File: src/rtl/uart_core_if.sv
// Register-file side of uart_core: transmit/config lanes toward the core,
// received byte and status lanes back to the register file.
interface uart_core_if;
  logic       send_req;
  logic [7:0] uart_send_byte;
  logic [7:0] uart_cfg;
  logic       rx_clr;
  logic [7:0] uart_rcvd_byte;
  logic [7:0] uart_status;

  modport master (
    output send_req, uart_send_byte, uart_cfg, rx_clr,
    input  uart_rcvd_byte, uart_status
  );

  modport slave (
    input  send_req, uart_send_byte, uart_cfg, rx_clr,
    output uart_rcvd_byte, uart_status
  );
endinterface

File: src/rtl/uart_core.sv
// UART serial engine: independent TX/RX bit FSMs behind the register word.
// Optional even parity is enabled by defining UART_PARITY_EN.
module uart_core #(
  parameter int DIV_MIN = 2
) (
  input  logic        clk,
  input  logic        rstb,
  uart_core_if.slave  bus,
  input  logic        rxd,
  output logic        txd
);

`ifdef UART_PARITY_EN
  localparam bit PAR_EN = 1'b1;
`else
  localparam bit PAR_EN = 1'b0;
`endif

  localparam logic [7:0] DIV_FLOOR = 8'(DIV_MIN);

  typedef enum logic [2:0] {
    ST_IDLE,
    ST_START,
    ST_DATA,
    ST_PARITY,
    ST_STOP
  } state_e;

  logic [7:0] div_c;

  always_comb begin
    div_c = (bus.uart_cfg < DIV_FLOOR) ? DIV_FLOOR : bus.uart_cfg;
  end

  state_e     tx_state_q, tx_state_d;
  logic [7:0] tx_cnt_q, tx_cnt_d;
  logic [7:0] tx_div_q, tx_div_d;
  logic [7:0] tx_shift_q, tx_shift_d;
  logic [2:0] tx_bit_q, tx_bit_d;
  logic       tx_par_q, tx_par_d;
  logic       txd_q, txd_d;

  // txd is registered and loaded with the level of the bit being entered.
  always_comb begin
    tx_state_d = tx_state_q;
    tx_cnt_d   = tx_cnt_q;
    tx_div_d   = tx_div_q;
    tx_shift_d = tx_shift_q;
    tx_bit_d   = tx_bit_q;
    tx_par_d   = tx_par_q;
    txd_d      = txd_q;
    if (tx_state_q == ST_IDLE) begin
      txd_d = 1'b1;
      if (bus.send_req) begin
        tx_state_d = ST_START;
        tx_div_d   = div_c;
        tx_cnt_d   = div_c - 8'd1;
        tx_shift_d = bus.uart_send_byte;
        tx_par_d   = ^bus.uart_send_byte;
        tx_bit_d   = 3'd0;
        txd_d      = 1'b0;
      end
    end else if (tx_cnt_q != 8'd0) begin
      tx_cnt_d = tx_cnt_q - 8'd1;
    end else begin
      tx_cnt_d = tx_div_q - 8'd1;
      case (tx_state_q)
        ST_START: begin
          tx_state_d = ST_DATA;
          tx_bit_d   = 3'd0;
          txd_d      = tx_shift_q[0];
        end
        ST_DATA: begin
          if (tx_bit_q == 3'd7) begin
            tx_state_d = PAR_EN ? ST_PARITY : ST_STOP;
            txd_d      = PAR_EN ? tx_par_q : 1'b1;
          end else begin
            tx_bit_d   = tx_bit_q + 3'd1;
            tx_shift_d = {1'b0, tx_shift_q[7:1]};
            txd_d      = tx_shift_q[1];
          end
        end
        ST_PARITY: begin
          tx_state_d = ST_STOP;
          txd_d      = 1'b1;
        end
        default: begin
          tx_state_d = ST_IDLE;
          txd_d      = 1'b1;
        end
      endcase
    end
  end

  always_ff @(posedge clk or negedge rstb) begin
    if (!rstb) begin
      tx_state_q <= ST_IDLE;
      tx_cnt_q   <= 8'd0;
      tx_div_q   <= 8'd0;
      tx_shift_q <= 8'd0;
      tx_bit_q   <= 3'd0;
      tx_par_q   <= 1'b0;
      txd_q      <= 1'b1;
    end else begin
      tx_state_q <= tx_state_d;
      tx_cnt_q   <= tx_cnt_d;
      tx_div_q   <= tx_div_d;
      tx_shift_q <= tx_shift_d;
      tx_bit_q   <= tx_bit_d;
      tx_par_q   <= tx_par_d;
      txd_q      <= txd_d;
    end
  end

  // sync_q[1] is the synchronised rxd; sync_q[2] is its previous value for edge detection.
  logic [2:0] sync_q, sync_d;
  logic       rx_sample;
  logic       rx_fall;

  state_e     rx_state_q, rx_state_d;
  logic [7:0] rx_cnt_q, rx_cnt_d;
  logic [7:0] rx_div_q, rx_div_d;
  logic [7:0] rx_shift_q, rx_shift_d;
  logic [2:0] rx_bit_q, rx_bit_d;
  logic       rx_par_q, rx_par_d;
  logic       rx_done;
  logic [7:0] rcvd_q, rcvd_d;
  logic       valid_q, valid_d;
  logic       ovr_q, ovr_d;
  logic       ferr_q, ferr_d;
  logic       perr_q, perr_d;

  always_comb begin
    sync_d    = {sync_q[1:0], rxd};
    rx_sample = sync_q[1];
    rx_fall   = sync_q[2] & ~sync_q[1];
  end

  always_comb begin
    rx_state_d = rx_state_q;
    rx_cnt_d   = rx_cnt_q;
    rx_div_d   = rx_div_q;
    rx_shift_d = rx_shift_q;
    rx_bit_d   = rx_bit_q;
    rx_par_d   = rx_par_q;
    rx_done    = 1'b0;
    rcvd_d     = rcvd_q;
    valid_d    = valid_q;
    ovr_d      = ovr_q;
    ferr_d     = ferr_q;
    perr_d     = perr_q;
    if (rx_state_q == ST_IDLE) begin
      if (rx_fall) begin
        rx_state_d = ST_START;
        rx_div_d   = div_c;
        rx_cnt_d   = (div_c >> 1) - 8'd1;
      end
    end else if (rx_cnt_q != 8'd0) begin
      rx_cnt_d = rx_cnt_q - 8'd1;
    end else begin
      rx_cnt_d = rx_div_q - 8'd1;
      case (rx_state_q)
        ST_START: begin
          rx_state_d = rx_sample ? ST_IDLE : ST_DATA;
          rx_bit_d   = 3'd0;
        end
        ST_DATA: begin
          rx_shift_d = {rx_sample, rx_shift_q[7:1]};
          rx_bit_d   = rx_bit_q + 3'd1;
          if (rx_bit_q == 3'd7) begin
            rx_state_d = PAR_EN ? ST_PARITY : ST_STOP;
          end
        end
        ST_PARITY: begin
          rx_par_d   = rx_sample;
          rx_state_d = ST_STOP;
        end
        default: begin
          rx_state_d = ST_IDLE;
          rx_done    = 1'b1;
        end
      endcase
    end
    // A completion in the same cycle as rx_clr behaves as if the buffer were empty.
    if (rx_done) begin
      if (valid_q && !bus.rx_clr) begin
        ovr_d = 1'b1;
      end else begin
        rcvd_d  = rx_shift_q;
        valid_d = 1'b1;
        ovr_d   = 1'b0;
        ferr_d  = ~rx_sample;
        perr_d  = PAR_EN & ((^rx_shift_q) ^ rx_par_q);
      end
    end else if (bus.rx_clr) begin
      valid_d = 1'b0;
      ovr_d   = 1'b0;
      ferr_d  = 1'b0;
      perr_d  = 1'b0;
    end
  end

  always_ff @(posedge clk or negedge rstb) begin
    if (!rstb) begin
      sync_q     <= 3'b111;
      rx_state_q <= ST_IDLE;
      rx_cnt_q   <= 8'd0;
      rx_div_q   <= 8'd0;
      rx_shift_q <= 8'd0;
      rx_bit_q   <= 3'd0;
      rx_par_q   <= 1'b0;
      rcvd_q     <= 8'd0;
      valid_q    <= 1'b0;
      ovr_q      <= 1'b0;
      ferr_q     <= 1'b0;
      perr_q     <= 1'b0;
    end else begin
      sync_q     <= sync_d;
      rx_state_q <= rx_state_d;
      rx_cnt_q   <= rx_cnt_d;
      rx_div_q   <= rx_div_d;
      rx_shift_q <= rx_shift_d;
      rx_bit_q   <= rx_bit_d;
      rx_par_q   <= rx_par_d;
      rcvd_q     <= rcvd_d;
      valid_q    <= valid_d;
      ovr_q      <= ovr_d;
      ferr_q     <= ferr_d;
      perr_q     <= perr_d;
    end
  end

  assign txd                = txd_q;
  assign bus.uart_rcvd_byte = rcvd_q;
  assign bus.uart_status    = {3'b000, PAR_EN ? perr_q : 1'b0, ferr_q, ovr_q, valid_q,
                               tx_state_q != ST_IDLE};

endmodule

File: src/flat_wrapper.sv
// flat-port wrapper written by rule: the top's interface ports become plain ports
module uart_core_flat 
#(
  parameter int DIV_MIN = 2
)
  (clk, rstb, rxd, txd, bus_send_req, bus_uart_send_byte, bus_uart_cfg, bus_rx_clr, bus_uart_rcvd_byte, bus_uart_status);
  uart_core_if bus_i ();
  input  logic clk;
  input  logic rstb;
  input  logic rxd;
  output logic txd;
  input wire logic [$bits(bus_i.send_req)-1:0] bus_send_req;
  input wire logic [$bits(bus_i.uart_send_byte)-1:0] bus_uart_send_byte;
  input wire logic [$bits(bus_i.uart_cfg)-1:0] bus_uart_cfg;
  input wire logic [$bits(bus_i.rx_clr)-1:0] bus_rx_clr;
  output wire logic [$bits(bus_i.uart_rcvd_byte)-1:0] bus_uart_rcvd_byte;
  output wire logic [$bits(bus_i.uart_status)-1:0] bus_uart_status;
  assign bus_i.send_req = bus_send_req;
  assign bus_i.uart_send_byte = bus_uart_send_byte;
  assign bus_i.uart_cfg = bus_uart_cfg;
  assign bus_i.rx_clr = bus_rx_clr;
  assign bus_uart_rcvd_byte = bus_i.uart_rcvd_byte;
  assign bus_uart_status = bus_i.uart_status;
  uart_core #(.DIV_MIN(DIV_MIN)) u_core (.clk(clk), .rstb(rstb), .bus(bus_i), .rxd(rxd), .txd(txd));
endmodule
File: config.mk
export PLATFORM = sky130hd
export DESIGN_NAME = uart_core_flat
export DESIGN_NICKNAME = d
export VERILOG_FILES = /design/src/rtl/uart_core_if.sv /design/src/rtl/uart_core.sv /design/src/flat_wrapper.sv
export SDC_FILE = /design/constraint.sdc
export NUM_CORES = 1
export LEC_CHECK = 0
export ABC_AREA = 1
export ABC_CLOCK_PERIOD_IN_PS = 2300
export BUFFER_PORTS_ARGS = -buffer_cell sky130_fd_sc_hd__buf_2
export CAP_MARGIN = 10
export CORE_MARGIN = 1
export CORE_UTILIZATION = 59
export DETAILED_ROUTE_END_ITERATION = 8
export PLACE_DENSITY = 0.8
export SETUP_SLACK_MARGIN = 0.15
export SYNTH_ARGS = -nofsm -noshare
export SYNTH_HDL_FRONTEND = slang
export SYNTH_SLANG_ARGS = --single-unit
File: constraint.sdc
create_clock -name clk -period 2.3 [get_ports clk]
set_input_delay 0.23 -clock clk [delete_from_list [all_inputs] [get_ports clk]]
set_output_delay 0.23 -clock clk [all_outputs]
set_load 0.01 [all_outputs]
Word-level counts from Yosys, hierarchy flattened
Cells that the tools add are included.
{"block": "totals", "wordCells": 113, "reg_bits": 75, "in_bits": 21}
{"block": "op_classes", "magnitude_cmp": 1, "n_addsub": 8, "n_mux": 44, "n_reduce_logical": 22, "n_bitwise": 5, "n_eq_ne": 17}
{"operator": "8-bit two-way mux", "n": 12}
{"operator": "8-bit by 1-bit subtractor with 8-bit output, second input constant", "n": 5}
{"operator": "3-bit two-way mux", "n": 12}
{"operator": "3-bit one-hot mux with 3 select lines", "n": 2}
{"operator": "8-bit nonzero test", "n": 2}
{"operator": "1-bit two-way mux", "n": 14}
{"operator": "3-bit by 2-bit equality test with 1-bit output, second input constant", "n": 4}
{"operator": "3-bit one-hot mux with 2 select lines", "n": 2}
{"operator": "3-bit AND reduction", "n": 4}
{"operator": "8-bit by 2-bit < comparator with 1-bit output, second input constant", "n": 1}
{"operator": "2-bit by 1-bit inequality test with 1-bit output, second input constant", "n": 4}
{"operator": "2-bit AND reduction", "n": 4}
{"operator": "4-bit AND reduction", "n": 2}
{"operator": "7-bit by 1-bit subtractor with 8-bit output, second input constant", "n": 1}
{"operator": "3-bit by 1-bit adder with 3-bit output, second input constant", "n": 2}
{"operator": "3-bit by 1-bit equality test with 1-bit output, second input constant", "n": 2}
{"operator": "3-bit equality test, second input constant", "n": 2}
{"operator": "3-bit zero test", "n": 2}
{"operator": "3-bit by 1-bit inequality test with 1-bit output, second input constant", "n": 2}
{"operator": "2-bit nonzero test", "n": 3}
{"operator": "3-bit nonzero test", "n": 2}
{"operator": "2-bit inequality test, second input constant", "n": 2}
{"operator": "1-bit inverter", "n": 4}
{"operator": "3-bit by 2-bit inequality test with 1-bit output, second input constant", "n": 1}
{"operator": "other kinds (6)", "n": 6}

Depth between registers and ports, before layout
Gate-level depths: netlist (run 1).
{"block": "depth", "word_depth": 7, "ltp_mapped": 15, "ltp_nobuf": 14}

Least setup slack after synthesis (run 1)
OpenSTA, ideal clock, no wires.
{"block": "synth_timing", "path_type": "register -> register", "from": "reg u_core.rx_state_q[2]", "to": "reg u_core.rx_cnt_q[6]", "path_slack_ns": 0.561, "required_ns": 2.182, "arrival_time_ns": 1.621, "stages_incl_launch_ff": 15, "setup_ns": 0.118, "period_less_slack_ns": 1.739, "path_cell_list": "dfrtp_1 -> nor2_2 -> nand2_2 -> buf_6 -> inv_1 -> nor2_1 -> nand2_1 -> nand3_2 -> ha_1 -> inv_1 -> nor2_4 -> nand3_1 -> nand2_1 -> nand3_1 -> nand2_1"}
{"block": "synth_via", "elab_chain_len": 2}
{"item": "start: declaration", "line_no": "uart_core.sv:120", "rtl": "state_e rx_state_q, rx_state_d;"}
{"item": "start signal: assignment", "line_no": "uart_core.sv:219", "rtl": "rx_state_q <= rx_state_d;"}
{"item": "3-bit zero test *", "line_no": "uart_core.sv:152", "rtl": "if (rx_state_q == ST_IDLE) begin"}
{"item": "2-bit by 1-bit inequality test with 1-bit output (no line) / 8-bit two-way mux (equally long branches)"}
{"item": "end signal: assignment", "line_no": "uart_core.sv:220", "rtl": "rx_cnt_q <= rx_cnt_d;"}
{"item": "end: declaration", "line_no": "uart_core.sv:121", "rtl": "logic [7:0] rx_cnt_q, rx_cnt_d;"}
Mark *: on every way between the ends. The rest lies on a longest branch, timed or not.
A chain may end at the register's enable or synchronous reset.

Worst setup path after layout (run 1)
{"block": "layout_timing", "from": "reg u_core.rx_cnt_q[1]", "to": "reg u_core.rx_cnt_q[2]"}
{"block": "layout_via", "elab_chain_len": 3}
{"item": "8-bit by 1-bit subtractor with 8-bit output / 8-bit nonzero test (equally long branches)", "line_no": "uart_core.sv:159, uart_core.sv:158"}
{"item": "8-bit two-way mux *", "line_no": "uart_core.sv:158", "rtl": "end else if (rx_cnt_q != 8'd0) begin"}
{"item": "8-bit two-way mux *", "line_no": "uart_core.sv:152"}
Marked as above.

==> results by group, run 1 <==
Run status
  • Status: finished, final reports clean

Place
  • DP HPWL: 5280 um
  • Pre-CTS WS: 0.294 ns
  • Port bufs: 33
  • GPL Wtd Cong: 0.906
  • Post-DP Area: 4040 sq um

STA
  • Final Hold Fails: 0
  • Setup TNS: 0 ns
  • Slew @ Worst Pin: 0.898 ns
  • Final Cycle Share: 0.850
  • Setup Skew: 0.0103 ns
  • Slew Viols, Final: 0
  • Slew HR: 0.401
  • Fin crit period: 1.96 ns
  • Max frequency: 511 MHz
  • RSZ-0062 raised after global routing: false
  • Final count of negative-setup-slack endpoints: 0
  • Final worst setup slack: 0.344 ns

Floorplan
  • Die span in x: 83.2 um
  • Core ar.: 6350 sq um
  • Die extent in y: 83.2 um
  • I/O pin cnt: 38
  • Die ar.: 6920 sq um
  • Initial Util: 0.612
  • Number of placement rows: 29

Setup path
  • Reg2reg path depth: 11
  • Reg2reg setup slack: 0.34 ns
  • Critical path type: reg -> reg
  • CP required: 2.52 ns
  • Worst R2R Start: u_core.rx_cnt_q[1]
  • CP startpoint kind: flip-flop
  • Critical path fanouts, max: 10
  • Crit. End Element: flip-flop
  • R2r endpoint: u_core.rx_cnt_q[2]
  • Worst Path Arrival: 2.17 ns

Cells and area
  • Area grow syn2layout: 9.95%
  • Fin area: 4270 sq um
  • # nets final: 539
  • Ant. Diodes: 0
  • Fraction of layout instances using a drive strength above 1: 0.166

Drt
  • DR vias: 3,152
  • DR WL/cell: 12.8 um
  • # DRC: 0
  • DRT iter0 DRCs: 161
  • Routed Antenna Nets: 0
  • Via/cell ratio: 5.31
  • First-pass DRT Iterations: 4
  • Routed WL: 7630 um

Synth
  • Seq/Total Area, Yosys: 0.484
  • Count of cell types in the netlist: 37
  • Cell Area, Synth: 3890 sq um
  • Register bit count reported by yosys: 75
  • Async SR Flop Fraction: 1.00
  • EDFF count, synth: 0
  • Post-synth top flop: dfrtp_1
  • Synthesized area per cell: 8.08 sq um
  • YS warnings: 0
  • Syn Inst Count: 481

Flow run
  • Max cap viols: 0

Clocking
  • Worst-path clk slew: 0.08 ns
  • Setup Buffers After CTS: 0
  • Clock Root Buffer: clkbuf_8
  • Clock Path Buffers: 2
  • Sink Count: 75
  • Clk_lat worst skew: 0.35 ns
  • CTS tree: yes
  • Num CTS Buffers: 9
  • H-Tree Depth: 3

Hold path
  • Worst hold path type: in -> async

Pwr
  • Max VDD drop: 0.815 mV
  • Power Total: 5.45 mW
  • Leakage power: 2.14 nW
  • PD cells: 1270 nW/um^2

GRT
  • First-pass GRT wire length: 13,300 um
  • Initial antenna violation count: 0
  • Vias in the first global route: 3,034
  • Gr ovfl total: 0
  • GRT Overall Usage: 0.236
  • Largest net degree at the start of global routing: 76
state kept, by name (all words and copies together), names as in the netlist, 8 cells and up:
name                       cells
u_core.rx_div_q                8
u_core.tx_cnt_q                8
u_core.rx_shift_q              8
u_core.tx_div_q                8
u_core.tx_shift_q              8
u_core.rx_cnt_q                8
u_core.bus.uart_rcvd_byte      8
repair_timing:
| item | CTS | global route |
|---|---|---|
| hold buffers | 1 | 0 |
| endpoints found under the setup margin | 0 | 3 |
| endpoints found under the hold margin | 1 | 0 |
| resized for setup | 0 | 2 |
stage by stage:
step	cells	util	hold slack (ns)
floorplan	484	-	-0.0656
global placement	577	0.636	0.336
detailed placement	577	0.636	0.343
CTS	594	0.671	0.0474
global route	594	0.673	0.0869
finish	594	0.673	0.0152
layout by cell type (no fill, tap or decap), types with 2 or more instances in the layout:
cell type and instances:
nand3b_1 2, buf_2 32, inv_2 4, nand3_1 27, dfrtp_1 71, o21ai_0 47
nand2_2 8, clkbuf_8 12, nand2_1 140, nor2_1 29, a21oi_1 9, o21ai_1 14
o211ai_1 7, ha_1 6, nor2_2 3, o21bai_1 4, inv_1 54, nor2_4 9
a31oi_1 5, dfstp_2 4, nand4_1 4, nor3_1 3, conb_1 4
metal layers:
metal	GRT usage	routed length, um
met1	0.310	3620
met2	0.399	3640
met3	0.0358	253
met5	0	0
met4	0.0846	116
cells in the mapped netlist, types with 3 or more instances:
library cell / number / area [sq um]
o21ai_0: 47 / 235
nand4_1: 4 / 25.0
nand3_1: 27 / 135
buf_4: 7 / 52.6
nor3_1: 3 / 15.0
inv_1: 54 / 203
dfstp_2: 4 / 105
buf_6: 4 / 45.0
o21ai_1: 14 / 70.1
inv_2: 4 / 15.0
o21bai_1: 4 / 30.0
clkbuf_1: 3 / 11.3
o211ai_1: 7 / 52.6
nor2_2: 4 / 25.0
buf_2: 3 / 15.0
nor2_1: 29 / 109
nand2_1: 140 / 526
nand2_2: 9 / 56.3
ha_1: 6 / 75.1
a21oi_1: 9 / 45.0
nor2_4: 8 / 90.1
a31oi_1: 5 / 31.3
dfrtp_1: 71 / 1780
power by group:
part,switching (mW),internal [mW],total (mW)
Sequential,0.293,1.77,2.06
Clock,0.486,0.593,1.08
Combinational,1.52,0.784,2.31
logic make-up after synthesis:
| family | share of synthesized area |
|---|---|
| adder cells (fa/ha/maj) | 0.0193 |
| AO/OA/AOI/OAI | 0.137 |
| buffers and inverters | 0.0905 |
| flip-flops | 0.484 |
| other | 0.000965 |
| multiplexers | 0.00290 |
| AND/OR/NAND/NOR | 0.266 |
layout make-up:
cell class | count | area, sq um
Tap cell | 77 | 96.3
Clock inverter | 3 | 46.3
Sequential cell | 75 | 1880
Clock buffer | 13 | 169
Inverter | 60 | 228
Timing Repair Buffer | 34 | 178
Fill cell | 523 | 2080
Multi-Input combinational cell | 332 | 1670
worst max-delay path, cell delays in order (launching register included):
cell	delay (ns)
dfrtp_1	0.41
nor2_1	0.11
nand3_1	0.12
nor2_4	0.23
inv_1	0.10
nand2_1	0.08
nand3_2	0.13
ha_1	0.25
inv_1	0.09
nor2_4	0.06
o21ai_0	0.15
o21ai_0	0.11
worst max-delay path by stage:
stage                    startpoint                  to  slack [ns]  cells after the start
2_1_floorplan  u_core.rx_state_q[2]  u_core.rx_cnt_q[6]        0.56                     14
3_3_place_gp   u_core.rx_state_q[2]  u_core.rx_cnt_q[6]        0.39                     13
3_5_place_dp   u_core.rx_state_q[2]  u_core.rx_cnt_q[2]        0.29                     11
4_1_cts        u_core.rx_state_q[2]  u_core.rx_cnt_q[2]        0.28                     11
5_1_grt        u_core.rx_state_q[2]  u_core.rx_cnt_q[6]        0.18                     14
6_report         u_core.rx_cnt_q[1]  u_core.rx_cnt_q[2]        0.34                     11
(Power assumes the default switching activity.)
==> inputs of run 2 (changes only) <==
--- a/config.mk
+++ b/config.mk
@@ -12,7 +12,7 @@
 export CORE_MARGIN = 1
 export CORE_UTILIZATION = 59
 export DETAILED_ROUTE_END_ITERATION = 8
-export PLACE_DENSITY = 0.8
+export PLACE_DENSITY = 0.78
 export SETUP_SLACK_MARGIN = 0.15
 export SYNTH_ARGS = -nofsm -noshare
 export SYNTH_HDL_FRONTEND = slang
==> results by group, run 2 (same netlist as run 1, synthesis figures left out) <==
Setup path
  • Reg2reg path depth: 13
  • CP startpoint: u_core.rx_cnt_q[1]
  • R2r endpoint: u_core.rx_cnt_q[6]
  • Crit. End Element: flip-flop
  • Critical path fanouts, max: 10
  • CP required: 2.55 ns
  • Worst R2R Start: u_core.rx_cnt_q[1]
  • Critical path type: reg -> reg
  • Reg2reg setup slack: 0.32 ns
  • Worst Path Arrival: 2.22 ns
  • CP startpoint kind: flip-flop

GRT
  • Largest net degree at the start of global routing: 76
  • Gr ovfl total: 0
  • First-pass GRT wire length: 13,300 um
  • Initial antenna violation count: 0
  • Vias in the first global route: 2,944
  • GRT Overall Usage: 0.240

Drt
  • DR WL/cell: 13.0 um
  • Via/cell ratio: 5.25
  • DR vias: 3,118
  • First-pass DRT Iterations: 4
  • # DRC: 0
  • Routed Antenna Nets: 0
  • Routed WL: 7750 um
  • DRT iter0 DRCs: 215

Cells and area
  • Fraction of layout instances using a drive strength above 1: 0.168
  • Ant. Diodes: 0
  • Area grow syn2layout: 9.79%
  • FILL cells: 552
  • Most frequent cells in the layout: 140 x nand2_1, 71 x dfrtp_1, 54 x inv_1
  • # nets final: 539
  • Most common cell after layout, fill and taps aside: nand2_1
  • Fin area: 4270 sq um

Place
  • Port bufs: 33
  • DP HPWL: 5440 um
  • Post-DP Area: 4040 sq um
  • GPL Wtd Cong: 0.935

Floorplan
  • Die extent in y: 83.2 um
  • I/O pin cnt: 38
  • Initial Util: 0.612
  • Core ar.: 6350 sq um
  • Die ar.: 6920 sq um
  • Die span in x: 83.2 um
  • Number of placement rows: 29

STA
  • Min Hold Slack: -0.00743 ns
  • Final count of negative-setup-slack endpoints: 0
  • Final Hold Fails: 5
  • Setup Skew: 0.00893 ns
  • Slew @ Worst Pin: 0.921 ns
  • Slew HR: 0.386
  • Final Cycle Share: 0.860
  • RSZ-0062 raised after global routing: false
  • Setup TNS: 0 ns
  • Slew Viols, Final: 0
  • Max frequency: 506 MHz
  • Fin crit period: 1.98 ns

Run status
  • Status: complete, but fails checks
  • Failing checks: negative hold slack

Clocking
  • Sink Count: 75
  • Clock Path Buffers: 2
  • Clock Root Buffer: clkbuf_8
  • Num CTS Buffers: 9
  • CTS tree: yes
  • Clk_lat worst skew: 0.35 ns
  • Setup Buffers After CTS: 0
  • H-Tree Depth: 3
  • Worst-path clk slew: 0.09 ns

Pwr
  • Max VDD drop: 0.751 mV
  • PD cells: 1280 nW/um^2
  • Leakage power: 2.14 nW

Flow run
  • Max cap viols: 0

Hold path
  • Worst hold path type: in -> async
[run 2: cell count changes in the layout (fill, tap and decap cells not counted), sizes merged]
cell and delta:
clkbuf -3, inv +3
[run 2: layout make-up]
| class | count | area (sq um) | share of cell area |
|---|---|---|---|
| Clock buffer | 10 | 138 | 0.0323 |
| Clock inverter | 6 | 71.3 | 0.0167 |
| Inverter | 60 | 228 | 0.0534 |
| Multi-Input combinational cell | 332 | 1670 | 0.392 |
| Sequential cell | 75 | 1880 | 0.441 |
| Tap cell | 77 | 96.3 | 0.0226 |
| Timing Repair Buffer | 34 | 178 | 0.0416 |
[run 2: how the worst max path moves through the flow]
stage | depth (start not counted) | slack, ns | to
after floorplan | 14 | 0.56 | u_core.rx_cnt_q[6]
after global placement | 13 | 0.39 | u_core.rx_cnt_q[6]
after detailed placement | 11 | 0.27 | u_core.rx_cnt_q[2]
after CTS | 11 | 0.24 | u_core.rx_cnt_q[2]
after global routing | 13 | 0.15 | u_core.rx_cnt_q[6]
final | 13 | 0.32 | u_core.rx_cnt_q[6]
[run 2: timing repair]
action,CTS,global route
endpoints found under the hold margin,1,0
hold buffers,1,0
gates resized for setup,0,2
endpoints found under the setup margin,0,3
[run 2: power by group]
| group | internal, mW | switching, mW | total, mW | leakage, nW |
|---|---|---|---|---|
| clock | 0.544 | 0.530 | 1.07 | 0.105 |
| combinational | 0.781 | 1.52 | 2.30 | 1.08 |
| sequential | 1.77 | 0.303 | 2.07 | 0.951 |
[run 2: routing by layer]
layer  GRT usage  vias to the layer above  wire length, um  share of wire
met3      0.0487                        8              293          0.038
met2       0.382                       55             3730           0.48
met4      0.0831                        0              114          0.015
met1       0.331                     1458             3620           0.47
met5           0                        -                0              0
li1            -                     1597                -              -
[run 2: metrics by stage]
step / total power, mW / util / std cells / worst slack (ns)
detailed placement: 4.35 / 0.636 / 577 / 0.274
finish: 5.45 / 0.672 / 594 / 0.322
CTS: 5.43 / 0.670 / 594 / 0.242
floorplan: 3.91 / - / 484 / 0.561
global route: 5.90 / 0.672 / 594 / 0.147
global placement: 4.23 / 0.636 / 577 / 0.388
[run 2: critical path, stage by stage (launching register included)]
cell and delay (ns):
dfrtp_1 0.40, nor2_1 0.11, nand3_1 0.12, nor2_4 0.25
inv_1 0.10, nand2_1 0.08, nand3_2 0.13, ha_1 0.24
inv_1 0.09, nor2_4 0.06, nand3_1 0.08, nand2_1 0.06
nand3_1 0.08, nand2_1 0.05
==> inputs of run 3 (changes only) <==
--- a/config.mk
+++ b/config.mk
@@ -6,13 +6,13 @@
 export NUM_CORES = 1
 export LEC_CHECK = 0
 export ABC_AREA = 1
-export ABC_CLOCK_PERIOD_IN_PS = 2300
+export ABC_CLOCK_PERIOD_IN_PS = 2500
 export BUFFER_PORTS_ARGS = -buffer_cell sky130_fd_sc_hd__buf_2
 export CAP_MARGIN = 10
 export CORE_MARGIN = 1
-export CORE_UTILIZATION = 59
+export CORE_UTILIZATION = 64
 export DETAILED_ROUTE_END_ITERATION = 8
-export PLACE_DENSITY = 0.78
+export PLACE_DENSITY = 0.83
 export SETUP_SLACK_MARGIN = 0.15
 export SYNTH_ARGS = -nofsm -noshare
 export SYNTH_HDL_FRONTEND = slang
==> constraint.sdc (replaced) <==
create_clock -name clk -period 2.5 [get_ports clk]
set_input_delay 0.25 -clock clk [delete_from_list [all_inputs] [get_ports clk]]
set_output_delay 0.25 -clock clk [all_outputs]
set_load 0.01 [all_outputs]
==> results by group, run 3 (same netlist as run 1, synthesis figures left out) <==
Run status
  • Status: finished, final reports clean

Setup path
  • Critical path's slowest cell: dfrtp_1
  • Bufs and invs on worst path: 2
  • Critical path type: reg -> reg
  • Worst Path Arrival: 2.37 ns
  • CP Cell Sequence: nor2_2, nand2_2, inv_1, nor2_1, nand2_1, nand3_2, ha_1, inv_1, nor2_4, nand3_1, nand2_1, nand3_1, nand2_1
  • CP most frequent cell: nand2_1
  • Crit. End Element: flip-flop
  • Max incr delay on CP: 0.43 ns
  • CP startpoint kind: flip-flop
  • CP required: 2.75 ns
  • Family with the most delay on the worst path: simple AND/OR/NAND/NOR gates
  • Critical path fanouts, max: 22

Cells and area
  • FILL cells: 446
  • Most frequent cells in the layout: 140 x nand2_1, 71 x dfrtp_1, 54 x inv_1
  • Register area: 1880 sq um
  • Ant. Diodes: 0
  • Most common cell after layout, fill and taps aside: nand2_1
  • Area grow syn2layout: 9.92%
  • Multi-input gate area: 1660 sq um
  • Fraction of layout instances using a drive strength above 1: 0.171
  • # nets final: 542

Clocking
  • Clk_lat worst skew: 0.36 ns
  • Num CTS Buffers: 9
  • Clock Root Buffer: clkbuf_8
  • Worst-path clk slew: 0.09 ns
  • CTS tree: yes
  • H-Tree Depth: 3
  • CTS resizes: 0
  • Clock Path Buffers: 2
  • Sink Count: 75

Pwr
  • Max VDD drop: 0.625 mV
  • Switching power of the nets: 2.17 mW
  • PD cells: 1170 nW/um^2
  • Logic pwr share: 0.423
  • Seq pwr share: 0.379
  • Switch share: 0.435
  • Power share of the clock group: 0.198
  • Leakage power: 2.14 nW
  • Int Power: 2.82 mW

Drt
  • Routed WL: 7670 um
  • # DRC: 0
  • DR WL/cell: 12.9 um
  • Routed Antenna Nets: 0
  • DRT iter0 DRCs: 186
  • First-pass DRT Iterations: 4
  • DR vias: 3,177
  • Via/cell ratio: 5.34

Floorplan
  • Initial Util: 0.660
  • I/O pin cnt: 38
  • Die span in x: 79.9 um
  • Die ar.: 6390 sq um
  • Number of placement rows: 28
  • Die extent in y: 79.9 um
  • Core ar.: 5890 sq um

GRT
  • Largest net degree at the start of global routing: 31
  • Met2 usage: 0.426
  • Gr ovfl total: 0
  • Initial antenna violation count: 0
  • First-pass GRT wire length: 13,000 um
  • Met1 usage: 0.346
  • Vias in the first global route: 3,022
  • Most used routing layer: met2
  • Met3 Use GR: 0.0549
  • GRT Overall Usage: 0.265

Place
  • Port bufs: 33
  • GPL Wtd Cong: 0.901
  • DP HPWL: 5480 um

STA
  • RSZ-0062 raised after global routing: false
  • Final count of negative-setup-slack endpoints: 0
  • Slew Viols, Final: 0
  • Min Hold Slack: 0.130 ns
  • Final Cycle Share: 0.846
  • Final Hold Fails: 0
  • Fin crit period: 2.12 ns
  • Setup TNS: 0 ns
  • Setup Skew: 0.00989 ns
  • Max frequency: 473 MHz

Hold path
  • Worst hold path type: in -> reg

Flow run
  • Max cap viols: 0
[run 3: changes by cell type in the layout (fill, tap and decap cells not counted), sizes merged]
cell         before  now
inv              62   63
clkbuf           10    9
buf              33   35
dlygate4sd3       1    2
[run 3: area by class of cell]
type	instances	share of cell area
clock buffers	9	0.0290
clock inverters	7	0.0187
inverters	60	0.0533
multi-input cells	332	0.390
flip-flops and latches	75	0.441
well taps	75	0.0220
repair buffers	37	0.0469
[run 3: power by group through the flow]
stage	Sequential (mW)	Clock, mW	Combinational [mW]
global placement	1.89	0	2.00
detailed placement	1.91	0	2.08
CTS	1.89	0.995	2.11
floorplan	1.84	0	1.76
finish	1.89	0.988	2.11
global route	1.93	1.05	2.42
[run 3: layer usage]
layer	routed length [um]	vias to the layer above
met5	0	-
met4	102	0
met3	271	9
met2	3740	59
met1	3550	1504
li1	-	1605
[run 3: worst register-to-register path, stage by stage, from the launching register on]
cell and delay, ns:
dfrtp_1 0.43, nor2_2 0.20, nand2_2 0.27, inv_1 0.19, nor2_1 0.05, nand2_1 0.07
nand3_2 0.14, ha_1 0.25, inv_1 0.10, nor2_4 0.06, nand3_1 0.07, nand2_1 0.05
nand3_1 0.08, nand2_1 0.06
[run 3: metrics by stage]
stage	setup slack, ns	total power [mW]	util	instances	instance area [sq um]
4_1_cts	0.425	4.99	0.726	595	4270
3_3_place_gp	0.585	3.90	0.688	577	4050
2_1_floorplan	0.761	3.60	-	484	3900
5_1_grt	0.195	5.41	0.726	595	4270
6_report	0.384	4.99	0.726	595	4270
3_5_place_dp	0.441	3.99	0.688	577	4050
[run 3: final timing paths]
kind | to | from | slack, ns | cells past startpoint
min | u_core.tx_shift_q[7] | bus_uart_send_byte[7] | 0.13 | 3
max in group asynchronous | u_core.sync_q[0] | rstb | 1.34 | 3
max | u_core.rx_cnt_q[6] | u_core.rx_state_q[2] | 0.38 | 13
max reg2reg | u_core.rx_cnt_q[6] | u_core.rx_state_q[2] | 0.38 | 13
min in group asynchronous | u_core.tx_bit_q[0] | rstb | 0.37 | 2
min reg2reg | u_core.sync_q[1] | u_core.sync_q[0] | 0.36 | 0
[run 3: what timing repair did]
item	CTS	global route
setup endpoints to repair	0	0
hold buffers	2	0
endpoints found under the hold margin	20	0
buffers inserted	0	0
